--- config.mk ---
export PLATFORM = sky130hd
export DESIGN_NAME = sm_para_arb_flat
export DESIGN_NICKNAME = d
export VERILOG_FILES = /design/src/rtl/sm_para_arb_if.sv /design/src/rtl/sm_para_arb.sv /design/src/flat_wrapper.sv
export SDC_FILE = /design/constraint.sdc
export NUM_CORES = 1
export LEC_CHECK = 0
export ABC_AREA = 1
export CAP_MARGIN = 20
export CORE_UTILIZATION = 38
export DETAILED_ROUTE_END_ITERATION = 6
export GPL_ROUTABILITY_DRIVEN = 0
export MAX_ROUTING_LAYER = met4
export PLACE_DENSITY = 0.76
export SYNTH_ARGS = -nofsm -noshare
export SYNTH_HDL_FRONTEND = slang
export SYNTH_SLANG_ARGS = --single-unit
--- constraint.sdc ---
create_clock -name clk -period 1.65 [get_ports clk]
set_clock_uncertainty 0.1 [all_clocks]
set_input_delay 0.165 -clock clk [delete_from_list [all_inputs] [get_ports clk]]
set_output_delay 0.165 -clock clk [all_outputs]
set_load 0.01 [all_outputs]
--- src/rtl/sm_para_arb_if.sv ---
// Bundle between burst requesters, the sm_para_arb sequencer and the shared sm_para FSM.
// slave = arbiter side, master = requesters plus FSM core side.
interface sm_para_arb_if #(
  parameter int NREQ  = 4,
  parameter int CNT_W = 8
);
  localparam int IDW = $clog2(NREQ);

  logic [NREQ-1:0]   req_valid;
  logic [2*NREQ-1:0] req_sym;
  logic [NREQ-1:0]   req_last;
  logic [NREQ-1:0]   req_ready;
  logic              fsm_nrst;
  logic              fsm_i1;
  logic              fsm_i2;
  logic              fsm_o1;
  logic              fsm_o2;
  logic              fsm_err;
  logic              rsp_valid;
  logic [IDW-1:0]    rsp_id;
  logic [1:0]        rsp_o;
  logic              rsp_err;
  logic [NREQ-1:0]   gnt;
  logic              tmo_evt;
  logic [CNT_W-1:0]  err_cnt;

  modport master (
    output req_valid, req_sym, req_last, fsm_o1, fsm_o2, fsm_err,
    input  req_ready, fsm_nrst, fsm_i1, fsm_i2, rsp_valid, rsp_id, rsp_o, rsp_err,
           gnt, tmo_evt, err_cnt
  );

  modport slave (
    input  req_valid, req_sym, req_last, fsm_o1, fsm_o2, fsm_err,
    output req_ready, fsm_nrst, fsm_i1, fsm_i2, rsp_valid, rsp_id, rsp_o, rsp_err,
           gnt, tmo_evt, err_cnt
  );
endinterface

--- src/rtl/sm_para_arb.sv ---
// Round-robin sequencer sharing one sm_para FSM among NREQ burst requesters.
// Responses return 2 cycles after accept; an FSM error aborts the burst and re-initialises the FSM.
module sm_para_arb #(
  parameter int NREQ    = 4,
  parameter int RST_CYC = 2,
  parameter int TMO     = 8,
  parameter int CNT_W   = 8
) (
  input  logic         clk,
  input  logic         rst,
  sm_para_arb_if.slave bus
);
  localparam int IDW = $clog2(NREQ);
  localparam int RCW = $clog2(RST_CYC + 1);
  localparam int SCW = $clog2(TMO + 1);

  typedef enum logic [1:0] {S_INIT, S_IDLE, S_XFER, S_RECOVER} state_t;

  state_t           r_state;
  logic [NREQ-1:0]  r_gnt;
  logic [IDW-1:0]   r_gid;
  logic [IDW-1:0]   r_ptr;
  logic             r_s1_vld;
  logic [IDW-1:0]   r_s1_id;
  logic             r_s2_vld;
  logic [IDW-1:0]   r_s2_id;
  logic             r_nrst;
  logic             r_fsm_i1;
  logic             r_fsm_i2;
  logic             r_tmo;
  logic [RCW-1:0]   r_rcnt;
  logic [SCW-1:0]   r_stall;
  logic [CNT_W-1:0] r_err_cnt;

  logic             w_rsp;
  logic             w_abort;
  logic             w_acc;
  logic             w_sel_vld;
  logic [IDW-1:0]   w_sel;
  logic [IDW-1:0]   w_idx;
  logic [1:0]       w_sym;

  always_comb begin
    w_rsp   = r_s2_vld && r_nrst;
    w_abort = w_rsp && bus.fsm_err;
    w_acc   = (r_state == S_XFER) && !w_abort && bus.req_valid[r_gid];
    w_sym   = bus.req_sym[{r_gid, 1'b0} +: 2];
    // Walk downwards so the nearest valid requester after the pointer wins.
    w_sel_vld = 1'b0;
    w_sel     = r_ptr;
    w_idx     = '0;
    for (int k = NREQ; k >= 1; k--) begin
      w_idx = IDW'((int'(r_ptr) + k) % NREQ);
      if (bus.req_valid[w_idx]) begin
        w_sel_vld = 1'b1;
        w_sel     = w_idx;
      end
    end
  end

  always_ff @(posedge clk or posedge rst) begin
    if (rst) begin
      r_state   <= S_INIT;
      r_gnt     <= '0;
      r_gid     <= '0;
      r_ptr     <= IDW'(NREQ - 1);
      r_s1_vld  <= 1'b0;
      r_s1_id   <= '0;
      r_s2_vld  <= 1'b0;
      r_s2_id   <= '0;
      r_nrst    <= 1'b0;
      r_fsm_i1  <= 1'b0;
      r_fsm_i2  <= 1'b0;
      r_tmo     <= 1'b0;
      r_rcnt    <= '0;
      r_stall   <= '0;
      r_err_cnt <= '0;
    end else begin
      r_tmo    <= 1'b0;
      r_s1_vld <= w_acc;
      r_s1_id  <= r_gid;
      r_s2_vld <= r_s1_vld && !w_abort;
      r_s2_id  <= r_s1_id;
      if (w_acc) begin
        r_fsm_i1 <= w_sym[1];
        r_fsm_i2 <= w_sym[0];
      end

      // The abort attributes to the owner of the failing response, which may differ from the current grant.
      if (w_abort) begin
        if (r_err_cnt != '1) r_err_cnt <= r_err_cnt + 1'b1;
        r_ptr   <= r_s2_id;
        r_gnt   <= '0;
        r_nrst  <= 1'b0;
        r_rcnt  <= '0;
        r_state <= S_RECOVER;
      end else begin
        case (r_state)
          S_INIT, S_RECOVER: begin
            if (r_rcnt == RCW'(RST_CYC - 1)) begin
              r_nrst  <= 1'b1;
              r_rcnt  <= '0;
              r_state <= S_IDLE;
            end else begin
              r_rcnt <= r_rcnt + 1'b1;
            end
          end
          S_IDLE: begin
            if (w_sel_vld) begin
              r_gnt   <= {{(NREQ-1){1'b0}}, 1'b1} << w_sel;
              r_gid   <= w_sel;
              r_stall <= '0;
              r_state <= S_XFER;
            end
          end
          S_XFER: begin
            if (w_acc) begin
              r_stall <= '0;
              if (bus.req_last[r_gid]) begin
                r_ptr   <= r_gid;
                r_gnt   <= '0;
                r_state <= S_IDLE;
              end
            end else if (!bus.req_valid[r_gid]) begin
              if (r_stall == SCW'(TMO - 1)) begin
                r_tmo   <= 1'b1;
                r_ptr   <= r_gid;
                r_gnt   <= '0;
                r_stall <= '0;
                r_state <= S_IDLE;
              end else begin
                r_stall <= r_stall + 1'b1;
              end
            end
          end
          default: r_state <= S_INIT;
        endcase
      end
    end
  end

  assign bus.req_ready = (r_state == S_XFER && !w_abort) ? r_gnt : '0;
  assign bus.fsm_nrst  = r_nrst;
  assign bus.fsm_i1    = r_fsm_i1;
  assign bus.fsm_i2    = r_fsm_i2;
  assign bus.rsp_valid = w_rsp;
  assign bus.rsp_id    = r_s2_id;
  assign bus.rsp_o     = w_rsp ? {bus.fsm_o1, bus.fsm_o2} : 2'b00;
  assign bus.rsp_err   = w_abort;
  assign bus.gnt       = r_gnt;
  assign bus.tmo_evt   = r_tmo;
  assign bus.err_cnt   = r_err_cnt;
endmodule

--- src/flat_wrapper.sv ---
// flat-port wrapper written by rule: the top's interface ports become plain ports
module sm_para_arb_flat 
#(
  parameter int NREQ    = 4,
  parameter int RST_CYC = 2,
  parameter int TMO     = 8,
  parameter int CNT_W   = 8
)
  (clk, rst, bus_req_valid, bus_req_sym, bus_req_last, bus_fsm_o1, bus_fsm_o2, bus_fsm_err, bus_req_ready, bus_fsm_nrst, bus_fsm_i1, bus_fsm_i2, bus_rsp_valid, bus_rsp_id, bus_rsp_o, bus_rsp_err, bus_gnt, bus_tmo_evt, bus_err_cnt);
  sm_para_arb_if #(.NREQ(NREQ), .CNT_W(CNT_W)) bus_i ();
  input  logic clk;
  input  logic rst;
  input wire logic [$bits(bus_i.req_valid)-1:0] bus_req_valid;
  input wire logic [$bits(bus_i.req_sym)-1:0] bus_req_sym;
  input wire logic [$bits(bus_i.req_last)-1:0] bus_req_last;
  input wire logic [$bits(bus_i.fsm_o1)-1:0] bus_fsm_o1;
  input wire logic [$bits(bus_i.fsm_o2)-1:0] bus_fsm_o2;
  input wire logic [$bits(bus_i.fsm_err)-1:0] bus_fsm_err;
  output wire logic [$bits(bus_i.req_ready)-1:0] bus_req_ready;
  output wire logic [$bits(bus_i.fsm_nrst)-1:0] bus_fsm_nrst;
  output wire logic [$bits(bus_i.fsm_i1)-1:0] bus_fsm_i1;
  output wire logic [$bits(bus_i.fsm_i2)-1:0] bus_fsm_i2;
  output wire logic [$bits(bus_i.rsp_valid)-1:0] bus_rsp_valid;
  output wire logic [$bits(bus_i.rsp_id)-1:0] bus_rsp_id;
  output wire logic [$bits(bus_i.rsp_o)-1:0] bus_rsp_o;
  output wire logic [$bits(bus_i.rsp_err)-1:0] bus_rsp_err;
  output wire logic [$bits(bus_i.gnt)-1:0] bus_gnt;
  output wire logic [$bits(bus_i.tmo_evt)-1:0] bus_tmo_evt;
  output wire logic [$bits(bus_i.err_cnt)-1:0] bus_err_cnt;
  assign bus_i.req_valid = bus_req_valid;
  assign bus_i.req_sym = bus_req_sym;
  assign bus_i.req_last = bus_req_last;
  assign bus_i.fsm_o1 = bus_fsm_o1;
  assign bus_i.fsm_o2 = bus_fsm_o2;
  assign bus_i.fsm_err = bus_fsm_err;
  assign bus_req_ready = bus_i.req_ready;
  assign bus_fsm_nrst = bus_i.fsm_nrst;
  assign bus_fsm_i1 = bus_i.fsm_i1;
  assign bus_fsm_i2 = bus_i.fsm_i2;
  assign bus_rsp_valid = bus_i.rsp_valid;
  assign bus_rsp_id = bus_i.rsp_id;
  assign bus_rsp_o = bus_i.rsp_o;
  assign bus_rsp_err = bus_i.rsp_err;
  assign bus_gnt = bus_i.gnt;
  assign bus_tmo_evt = bus_i.tmo_evt;
  assign bus_err_cnt = bus_i.err_cnt;
  sm_para_arb #(.NREQ(NREQ), .RST_CYC(RST_CYC), .TMO(TMO), .CNT_W(CNT_W)) u_core (.clk(clk), .rst(rst), .bus(bus_i));
endmodule
After elaboration in Yosys (flattened, before gate mapping)
Cells that the tools add are included.
{ "classes": {"n_addsub": 7, "magnitude_cmp": 5, "eq_ne": 15, "shifts": 2, "muxes": 59, "bitwise": 1, "reduce_logical": 21} }
{ "ops": {"columns": ["cell", "count"], "rows": [
  ["$mux W4", 11],
  ["$mux W2", 21],
  ["$mux W1", 18],
  ["$pmux W4 S2", 2],
  ["$lt A2 B3 Y1 const B", 5],
  ["$bmux W1 S2", 6],
  ["$ne A3 B2 Y1 const B", 4],
  ["$reduce_and A5 Y1", 2],
  ["$add A8 B1 Y8 const B", 1],
  ["$ne A8 B8 Y1 const B", 1],
  ["$reduce_and A4 Y1", 2],
  ["$reduce_bool A2 Y1", 4],
  ["$shiftx A8 B4 Y2", 1],
  ["$add A2 B1 Y2 const B", 3],
  ["$pmux W2 S3", 1],
  ["$reduce_bool A3 Y1", 2],
  ["$logic_and A1 B1 Y1", 5],
  ["$add A2 B2 Y2 const B", 2],
  ["$add A4 B1 Y4 const B", 1],
  ["$eq A2 B1 Y1 const B", 2],
  ["$eq A2 B2 Y1 const B", 2],
  ["$eq A4 B3 Y1 const B", 1],
  ["$ne A4 B2 Y1 const B", 1],
  ["$ne A4 B3 Y1 const B", 1],
  ["other kinds (10)", 11]
]} }
{ "word_totals": {"reg_bits": 34, "wordCells": 125} }

Logic depth before layout (Yosys ltp)
Gate-level depths: netlist (run 1).
{ "logic_depth": {"word_depth": 11, "depth_mapped": 13, "ltp_nobuf": 12} }

Worst setup path after synthesis (run 1)
No wires, ideal clock.
{ "synth_timing": {"path_kind": "reg2reg", "start": "register u_core.r_err_cnt[1], in the netlist u_core.bus.err_cnt[1]", "end": "register u_core.r_err_cnt[1], in the netlist u_core.bus.err_cnt[1]", "setup_time_ns": 0.125, "arrival_time_ns": 1.318, "required_time_ns": 1.425, "slack_ns": 0.107, "stages_incl_launch_ff": 7, "n_path_buf": 0, "synth_period_minus_slack_ns": 1.543, "cell_sequence": "dfrtp_1 > ha_1 > inv_1 > nor2_1 > inv_1 > o21ai_4 > mux2_2"} }
{ "synth_between": {"elab_chain_cells": 2, "elab_cells_between_ends": 3, "classes_between": "1 x add/sub; 1 x eq/ne; 1 x reduce/logical"} }
{ "synth_rtl": {"columns": ["element", "line_no", "rtl"], "rows": [
  ["start: declaration", "sm_para_arb.sv:33", "logic [CNT_W-1:0] r_err_cnt;"],
  ["start signal: assignment", "sm_para_arb.sv:91", "if (r_err_cnt != '1) r_err_cnt <= r_err_cnt + 1'b1;"],
  ["branches (longest 2 deep; another with $add A8 B1 Y8)", null, null]
]} }
Parallel ways; which one is timed is not known.
A chain may end at the register's enable or synchronous reset.

Final worst setup path (run 1)
{ "layout_timing": {"start": "register u_core.r_ptr[0]", "end": "register u_core.r_gnt[0], in the netlist u_core.bus.gnt[0]"} }
{ "layout_between": {"elab_chain_cells": 11, "elab_cells_between_ends": 26, "classes_between": "4 x add/sub; 1 x eq/ne; 1 x shift; 19 x mux; 1 x reduce/logical"} }
{ "layout_rtl": {"columns": ["element", "line_no", "rtl"], "rows": [
  ["start: declaration", "sm_para_arb.sv:22", "logic [IDW-1:0] r_ptr;"],
  ["start signal: assignment", "sm_para_arb.sv:66", "r_ptr <= IDW'(NREQ - 1);"],
  ["start signal: assignment", "sm_para_arb.sv:92", "r_ptr <= r_s2_id;"],
  ["start signal: assignment", "sm_para_arb.sv:120", "r_ptr <= r_gid;"],
  ["$add A2 B1 Y2", "sm_para_arb.sv:53", "w_idx = IDW'((int'(r_ptr) + k) % NREQ);"],
  ["$bmux W1 S2", "sm_para_arb.sv:54", "if (bus.req_valid[w_idx]) begin"],
  ["$mux W1 (implied by the code)", "sm_para_arb.sv:54", null],
  ["$mux W2 (4 in series)", "sm_para_arb.sv:54", null],
  ["$shl A1 B2 Y4", "sm_para_arb.sv:110", "r_gnt <= {{(NREQ-1){1'b0}}, 1'b1} << w_sel;"],
  ["$mux W4", "sm_para_arb.sv:109", "if (w_sel_vld) begin"],
  ["$pmux W4 S2", "sm_para_arb.sv:98", "case (r_state)"],
  ["$mux W4", "sm_para_arb.sv:90", "if (w_abort) begin"],
  ["end signal: assignment", "sm_para_arb.sv:110", null],
  ["end: declaration", "sm_para_arb.sv:20", "logic [NREQ-1:0] r_gnt;"]
]} }
Parallel ways exist; a longest one is shown, timed or not. The select of a mux whose other input is x is not followed.

==> results.json, run 1 <==
{
  "clock-sinks": 34,
  "drive_gt1_share_pct": 21.5,
  "postPlaceCellArea_sq_mm": 0.00267,
  "slew_violations": 0,
  "remaining_drc_errors": 0,
  "dr_total_vias": 1970,
  "ios": 47,
  "met2_usage_pct": 33.3,
  "synth_fp_nets": 293,
  "r2r_cells": 9,
  "path_max_fanout": 6,
  "routedWlPerCell_um": 11.3,
  "syn_inst": 268,
  "ys_warn_count": 0,
  "grt_usage_pct": 19.2,
  "ir_worst_vdd_mv": 0.971,
  "grt_pass1_wl_mm": 7.90,
  "yosys_register_bits": 34,
  "cp.arrival_ps": 1800,
  "synth.cell_area_sq_mm": 0.00198,
  "cts_max_level": 2,
  "r2r_slack_ps": -40,
  "start_util_pct": 40.6,
  "grt_use_met3_pct": 3.52,
  "postRouteAntennaNets": 0,
  "coreArea_sq_mm": 0.00488,
  "start_kind": "register",
  "use_met1_pct": 23.1,
  "busiest_layer": "met2",
  "power.leakage_nw": 1.51,
  "cpMostUsedCell": "nand2_1",
  "layout.nets": 369,
  "io_buffer_count": 46,
  "hold_viol_final": 0,
  "avgSynthCellArea_sq_um": 7.40,
  "antenna_found_initial": 0,
  "status": "finished with violations",
  "yosysUniqueCellTypes": 28,
  "cts_buffers": 5,
  "final_common_cell": "nand2_1",
  "syn2layout_area_growth_pct": 42.9,
  "p_total_w": 0.00480,
  "r2r_end": "u_core.bus.gnt[0]",
  "max_freq_mhz": 591,
  "ys_seq_area_share_pct": 43.1,
  "holdBufCountCts": 0,
  "max-slew-margin-rel_pct": 81.9,
  "grt_pass1_vias": 1872,
  "dieHeight_um": 74.2,
  "power_density_mw_per_mm2": 1700,
  "r2r-start": "u_core.r_ptr[0]",
  "routed_via_density": 4.79,
  "setup_viol": 3,
  "final.period_utilization_pct": 102,
  "worstPathCellList": "buf_6 > nand2_1 > nand3_1 > nand2_1 > nor2_2 > nor2_1 > nor2_2 > nand4_1 > nand2_1",
  "cp.required_ps": 1760,
  "critical_path_buf_inv_count": 1,
  "cts_tree": "yes",
  "end_kind": "register",
  "insertion_delay_ps": 280,
  "cts.clk_slew.worst_paths_ps": 70,
  "antenna_cells": 0,
  "layout_setup_ws_ps": -40.9,
  "grt_max_degree": 35,
  "overflow": 0,
  "fillers": 453,
  "clockBufferDepth": 2,
  "rows": 25,
  "dr.pass1.iters": 4,
  "worst-slew-pin-transition_ps": 270,
  "maxCapViolations": 0,
  "fin_crit_ps": 1690,
  "max_stage_delay_ps": 620,
  "rsz0062_at_grt": "true",
  "drt_iter0_drc": 76,
  "fin_util_pct": 58.0,
  "root_buffer": "clkbuf_8",
  "design_area_sq_mm": 0.00283,
  "whs_ps": 127,
  "violations": "negative setup slack",
  "crit_slowest_cell": "dfstp_2",
  "hp-class": "in2async",
  "layout_common_cells": "nand2_1, clkdlybuf4s50_1, inv_1, dfrtp_1, nand3_1",
  "worstSetupPathType": "reg2reg",
  "die-area_sq_mm": 0.00551,
  "routed_wl_mm": 4.65,
  "hpwlAfterDp_mm": 3.48,
  "die_w_um": 74.2,
  "path_delay_family": "simple AND/OR/NAND/NOR gates"
}
[cell type report]
type	instances	area, sq um	area share, %
Sequential cell	34	855	30.2
Tap cell	67	83.8	2.96
Multi-Input combinational cell	189	997	35.2
Inverter	42	163	5.74
Clock buffer	7	86.3	3.05
Timing Repair Buffer	72	647	22.8
[kinds of logic (layout without fill, tap and decap cells)]
family | count (synthesis) | in the layout | synth area share [%]
simple gates | 151 | 151 | 33.5
compound gates | 25 | 25 | 7.26
fa+ha+maj | 4 | 4 | 2.53
buf+inv | 45 | 121 | 9.41
flops | 34 | 34 | 43.1
xor+xnor | 7 | 7 | 3.09
mux | 2 | 2 | 1.14
[sequential cells by signal, summed over array words and instances, names as in the netlist]
register / flops
u_core.r_gid: 2
u_core.bus.tmo_evt: 1
u_core.r_s1_id: 2
u_core.r_state: 2
u_core.bus.rsp_id: 2
u_core.bus.fsm_i1: 1
u_core.r_s1_vld: 1
u_core.r_ptr: 2
u_core.bus.fsm_i2: 1
u_core.r_rcnt: 2
u_core.bus.gnt: 4
u_core.bus.fsm_nrst: 1
u_core.r_s2_vld: 1
u_core.r_stall: 4
u_core.bus.err_cnt: 8
[worst min-delay path, cell delays in order]
cell             delay [ps]
clkdlybuf4s50_1         390
inv_1                    90
buf_12                  210
[report_power, final]
part / total (W) / internal (W) / switching (W)
clock network: 0.000599 / 0.000331 / 0.000268
registers: 0.00139 / 0.00114 / 0.000256
logic: 0.00281 / 0.00121 / 0.00160
total: 0.00480 / 0.00267 / 0.00213
[synth_stat cells]
cell	count	area share (%)
nor2_2	1	0.32
nor2_1	24	4.5
nand4_1	4	1.3
inv_4	2	0.63
nor3_1	2	0.51
nand2_1	82	16
buf_6	1	0.57
a32o_1	1	0.51
and3_1	1	0.32
xor2_1	6	2.7
nand3_2	2	1.0
dfrtp_1	32	40
o21ai_4	1	0.82
nand3_1	27	6.8
mux2_2	2	1.1
buf_2	1	0.25
a21oi_1	4	1.0
dfstp_2	2	2.7
xnor2_1	1	0.44
nand2_2	5	1.6
o21ai_0	17	4.3
nor2_4	2	1.1
buf_4	1	0.38
nor3_2	1	0.51
inv_2	4	0.76
inv_1	36	6.8
o22ai_1	2	0.63
ha_1	4	2.5
[stage by stage]
step                      std cells  TNS (ps)  setup slack [ps]
after floorplan                 268         0               107
after global placement          398      -889             -93.5
after detailed placement        398     -1680              -167
after CTS                       408     -33.6             -22.4
after global routing            411      -897              -175
final                           411     -59.1             -40.9
[layer usage]
layer / wire, um / share of wire (%)
met5: 0 / 0
met4: 43 / 0.92
met3: 189 / 4.1
met2: 2330 / 50
met1: 2090 / 45
[worst max path at each step]
stage | from | endpoint | slack [ps] | depth (start not counted)
3_5_place_dp | bus_fsm_err | u_core.bus.gnt[2] | -170 | 10
6_report | u_core.r_ptr[0] | u_core.bus.gnt[0] | -40 | 9
3_3_place_gp | bus_fsm_err | u_core.bus.gnt[0] | -90 | 10
4_1_cts | u_core.r_state[0] | u_core.bus.gnt[0] | -20 | 10
2_1_floorplan | u_core.bus.err_cnt[1] | u_core.bus.err_cnt[1] | 110 | 6
5_1_grt | u_core.r_ptr[1] | u_core.bus.gnt[1] | -170 | 11
[what timing repair did]
item,in CTS,in global routing
setup endpoints to repair,15,22
pin swaps,1,9
buffers inserted,3,3
resized for setup,18,24
No activity file was read; power rests on OpenSTA's default activity.
==> inputs of run 2 (changes only) <==
- CORE_UTILIZATION: 38 -> 49
- PLACE_DENSITY: 0.76 -> 0.91
==> results.json, run 2 (same netlist as run 1, synthesis figures left out) <==
{
  "hold_viol_final": 0,
  "stdcell_count": 393,
  "antenna_found_initial": 0,
  "ir_worst_vdd_mv": 0.912,
  "drt_iter0_drc": 152,
  "insertion_delay_ps": 290,
  "fillers": 235,
  "multi_input_area_sq_mm": 0.00108,
  "cts_buffers": 5,
  "worst-slew-pin-transition_ps": 299,
  "postRouteAntennaNets": 0,
  "die_w_um": 65.6,
  "critical_path_buf_inv_count": 1,
  "start_kind": "register",
  "hpwlAfterDp_mm": 3.51,
  "routedWlPerCell_um": 13.3,
  "grt_usage_pct": 24.8,
  "r2r_slack_ps": -90,
  "syn2layout_area_growth_pct": 47.8,
  "max_stage_delay_ps": 600,
  "max-slew-margin-rel_pct": 80.0,
  "cp.required_ps": 1780,
  "design_area_sq_mm": 0.00293,
  "dr.pass1.iters": 4,
  "cts.clk_slew.worst_paths_ps": 60,
  "r2r_end": "u_core.bus.gnt[0]",
  "rows": 22,
  "start_util_pct": 52.6,
  "ios": 47,
  "layout_setup_ws_ps": -87.6,
  "worstHoldStart": "u_core.r_s1_id[1]",
  "path_max_fanout": 7,
  "postPlaceCellArea_sq_mm": 0.00263,
  "layout_common_cells": "nand2_1, clkdlybuf4s50_1, inv_1, dfrtp_1, buf_4",
  "drive_gt1_share_pct": 27.2,
  "routed_wl_mm": 5.24,
  "r2r_cells": 9,
  "routed_via_density": 5.27,
  "setup_viol": 3,
  "io_buffer_count": 46,
  "max_freq_mhz": 576,
  "grt_pass1_wl_mm": 7.90,
  "grt_max_degree": 22,
  "clockBufferDepth": 2,
  "maxCapViolations": 0,
  "status": "finished with violations",
  "overflow": 0,
  "cts_tree": "yes",
  "layout.nets": 369,
  "end_kind": "register",
  "dieHeight_um": 65.6,
  "worstSetupPathType": "reg2reg",
  "largest_reg_flops": 8,
  "violations": "negative setup slack",
  "dp.cells": 378,
  "crit_slowest_cell": "dfstp_2",
  "final_common_cell": "nand2_1",
  "hold_depth": 0,
  "die-area_sq_mm": 0.00430,
  "r2r-start": "u_core.r_ptr[0]",
  "fin_tns_setup_ps": -156,
  "hp-class": "reg2reg",
  "hold_end": "u_core.bus.rsp_id[1]",
  "cts_max_level": 2,
  "regArea_sq_um": 856,
  "path_delay_family": "simple AND/OR/NAND/NOR gates",
  "slew_violations": 0,
  "grt_pass1_vias": 1894,
  "power.leakage_nw": 1.53,
  "cpMostUsedCell": "nand2_1",
  "cp.arrival_ps": 1870,
  "clock-sinks": 34,
  "power_density_mw_per_mm2": 1760,
  "fin_crit_ps": 1740,
  "remaining_drc_errors": 0,
  "dr_total_vias": 2071,
  "coreArea_sq_mm": 0.00377,
  "antenna_cells": 0,
  "worstPathCellList": "buf_12 > nand2_1 > nand3_1 > nand2_1 > nor2_2 > nor2_1 > nor2_2 > nand4_1 > nand2_1",
  "root_buffer": "clkbuf_8",
  "rsz0062_at_grt": "true",
  "final.period_utilization_pct": 105
}
==> run 2: cell count changes in the layout (fill, tap and decap cells not counted), sizes merged <==
cell,change
clkbuf,-4
clkdlybuf4s15,+3
clkinv,+1
dlygate4sd3,+1
==> run 2: final cells by class <==
cell class / instances / share of cell area (%)
multi-input cells: 189 / 37.0
flip-flops and latches: 34 / 29.2
repair buffers: 72 / 23.1
inverters: 42 / 5.55
clock buffers: 7 / 2.95
well taps: 48 / 2.05
clock inverters: 1 / 0.171
==> run 2: how the worst max path moves through the flow <==
| stage | cells past startpoint | endpoint | slack [ps] | startpoint |
|---|---|---|---|---|
| after floorplan | 6 | u_core.bus.err_cnt[1] | 110 | u_core.bus.err_cnt[1] |
| after global placement | 10 | u_core.bus.gnt[0] | -90 | bus_fsm_err |
| after detailed placement | 10 | u_core.bus.gnt[2] | -190 | bus_fsm_err |
| after CTS | 11 | u_core.bus.gnt[3] | -10 | u_core.r_ptr[0] |
| after global routing | 9 | u_core.bus.gnt[0] | -160 | u_core.r_ptr[0] |
| final | 9 | u_core.bus.gnt[0] | -90 | u_core.r_ptr[0] |
==> run 2: through the flow <==
step | worst slack (ps) | total power, W | util [%] | hold slack (ps)
finish | -87.6 | 0.00516 | 77.7 | 250
CTS | -14.5 | 0.00477 | 74.5 | 250
detailed placement | -186 | 0.00396 | 69.8 | 236
global placement | -85.3 | 0.00385 | 69.8 | 235
global route | -155 | 0.00557 | 77.7 | 253
floorplan | 107 | 0.00301 | - | 205
==> run 2: worst reg2reg max path: cells and delay by family, from the launching register on <==
kind	cells	cell delay [ps]
flip-flops	1	600
buffers and inverters	1	150
AND/OR/NAND/NOR	8	830
==> run 2: metal layers <==
layer | wire length, um | global-route usage [%] | share of wire [%] | up-vias
met3 | 322 | 6.42 | 6.1 | 11
met4 | 78 | 7.88 | 1.5 | 0
met1 | 2220 | 28.2 | 42 | 977
li1 | - | - | - | 998
met5 | 0 | - | 0 | -
met2 | 2620 | 42.5 | 50 | 85
==> run 2: where the power goes <==
group          total [W]  switching [W]  internal (W)
combinational    0.00316        0.00181       0.00135
sequential       0.00139       0.000251       0.00114
clock           0.000617       0.000281      0.000336
==> run 2: repair_timing <==
| item | in CTS | in global routing |
|---|---|---|
| resized for setup | 25 | 41 |
| endpoints found under the hold margin | 2 | 0 |
| setup endpoints to repair | 12 | 24 |
| hold buffers | 1 | 0 |
| pin swaps | 14 | 17 |
| setup buffers | 4 | 2 |
| cloned | 0 | 0 |
==> RTL change (config.mk and constraints of run 1) <==
Re-encode `state_t` (4 states) as one-hot, 4 bits wide.
--- a/src/rtl/sm_para_arb.sv
+++ b/src/rtl/sm_para_arb.sv
@@ -14,7 +14,7 @@
   localparam int RCW = $clog2(RST_CYC + 1);
   localparam int SCW = $clog2(TMO + 1);
 
-  typedef enum logic [1:0] {S_INIT, S_IDLE, S_XFER, S_RECOVER} state_t;
+  typedef enum logic [3:0] {S_INIT = 4'b0001, S_IDLE = 4'b0010, S_XFER = 4'b0100, S_RECOVER = 4'b1000} state_t;
 
   state_t           r_state;
   logic [NREQ-1:0]  r_gnt;
Behaviour: same outputs for any inputs over 10 cycles, from zero or initial values and one cycle with rst high; not proved beyond that.
==> RTL change against run 1 <==
- the flow still finishes with violations (setup timing)
- sequential cell count up 2
- cell area up 7.3%
- fmax down 0.24%
- via count up 0.51%
- core utilization up 0.36 points
- die area up 5.8%
- cell count up 3.4%
- sequential power up 4%
- area after synthesis up 5.9%
- worst setup slack worse by 4.1 ps
- wire length up 1.4%
- clock power up 12%
- total power down 4.5%
- combinational power down 12%
- critical path type unchanged
- largest power group unchanged
- highest routed layer unchanged
==> RTL change: results (changes against run 1) <==
** Global routing
- Total GRT Usage :: 0.180 (-0.0115)
- The number of global-route vias before repair came to 1,948 (+4.1%).
- The maximum number of pins on one net before global-route repair was 37 (+5.7%).
- Global-route wire length before repair :: 8.29 mm (+5.0%)

** Hold path
- The min-delay analysis places its worst path in the category input port to asynchronous set/reset pin.

** Logic synthesis
- Ranked by total cell area, the synthesized netlist is headed by dfrtp_1 39%, nand2_1 13%, nor2_1 7.0%, inv_1 5.4%, nand3_1 4.8%.
- The distinct cell type count of the synthesized netlist came to 34 (+21%).
- Counting instances in the post-synthesis netlist gives the leading cell types as 75 x nand2_1, 39 x nor2_1, 33 x dfrtp_1, 30 x inv_1, 20 x nand3_1.
- The sequential cell area fraction in the yosys report came to 0.431 (about the same).
- Synthesized netlist net count :: 296 (+1.0%)
- Yosys warning count :: 0 (unchanged)

** Clock network
- For the worst-skew pair, the clock arrives at the later sink with an insertion delay of 290 ps.
- Root buffer selected by CTS :: clkbuf_8
- The H-tree depth came to 2 (unchanged).
- The total clock buffers created by CTS came to 5 (unchanged).
- The worst-case clock buffer depth is 2 (unchanged).

** Placement
- The number of buffers added on ports is 46 (unchanged).
- The detailed-placement wirelength estimate came to 3.54 mm (+1.8%).

** Pwr
- Leakage power summed over all cells :: 1.54 nW (+1.6%)
- Maximum vdd ir drop :: 1.04 mV (+7.6%)

** STA
- The final count of negative-setup-slack endpoints came to 9 (+6).
- The slew at the pin closest to its max-slew limit is 288 ps (+17.4 ps).
- Worst Hold Slack :: 131 ps (+4.40 ps)
- Post-route setup slack :: -45.0 ps (-4.08 ps)
- The final setup TNS came to -215 ps (-156 ps).

** Worst setup path
- The largest driver fanout on the critical path was 7 (+1).
- Max incr delay on CP :: 640 ps (+20 ps)
- The worst register-to-register path begins at u_core.r_ptr[0].
- Cell at the slowest stage of the critical path :: dfstp_2
- On the critical path the largest part of the delay comes from simple AND/OR/NAND/NOR gates.
- Data arrival time at the worst-slack endpoint :: 1820 ps (+20 ps)

** Route
- Drt first-iter violations :: 67 (-12%)
- The total vias in the final route was 1,980 (+0.51%).
- The total wirelength of the detailed-routed design came to 4.72 mm (+1.4%).
- Router iterations before antenna repair :: 4 (unchanged)

** Final layout
- Layout fillers :: 482 (+6.4%)
- The fraction of layout instances using a drive strength above 1 is 0.251 (+0.0356).
- The layout net count is 378 (+2.4%).
- The count of antenna diodes in the layout came to 0 (unchanged).

** Run
- Maxcap violations :: 0 (unchanged)

** Run status
- Status :: complete, but fails checks
- The checks that failed: setup timing.
-- RTL change: path summary, 6_finish.rpt --
kind | to | cells after the start
max in group asynchronous | u_core.r_state[0] | 3
worst max-delay path | u_core.bus.gnt[2] | 11
worst min-delay path | u_core.bus.err_cnt[5] | 3
worst max register to register | u_core.bus.gnt[2] | 11
worst min register to register | u_core.bus.rsp_id[1] | 0
min in group clk | u_core.bus.rsp_id[1] | 0
-- RTL change: repair_timing --
action                                  CTS  global route
resized for setup                        26            22
buffers inserted                          2             5
endpoints found under the setup margin   21            23
pin swaps                                 4            12
endpoints found under the hold margin     0             0
-- RTL change: kinds of logic (layout without fill, tap and decap cells) --
kind of cell    Yosys count  after routing  synth area share
simple gates            162            162             0.374
buf+inv                  39            121            0.0822
flops                    36             36             0.431
compound gates           26             26            0.0673
xor+xnor                  8              8            0.0334
fa+ha+maj                 2              2            0.0119
-- RTL change: layout make-up --
type                       count  area, sq um  area share
multi-input combinational    198         1100       0.364
sequential                    36          906       0.298
timing repair buffer          78          699       0.230
inverter                      36          145      0.0478
clock buffer                   7         96.3      0.0317
tap                           70         87.6      0.0288
-- RTL change: where the power goes --
group | internal [mW] | switching, mW
clock network | 0.372 | 0.298
logic | 1.12 | 1.35
registers | 1.18 | 0.261
total | 2.68 | 1.91
-- RTL change: per-layer routing --
layer  part of all wire  wire length (microns)  vias up  track usage
met4              0.014                     68        0       0.0731
met5                  0                      0        -            -
met2               0.53                   2510       40        0.332
met1               0.42                   2000      915        0.191
li1                   -                      -     1018            -
met3              0.030                    142        7       0.0299
-- RTL change: through the flow --
step / cells / area [sq um] / setup slack [ps]
floorplan: 273 / 2100 / 104
global placement: 411 / 2820 / -152
detailed placement: 411 / 2820 / -195
CTS: 420 / 2970 / -6.19
global route: 425 / 3040 / -167
finish: 425 / 3040 / -45.0
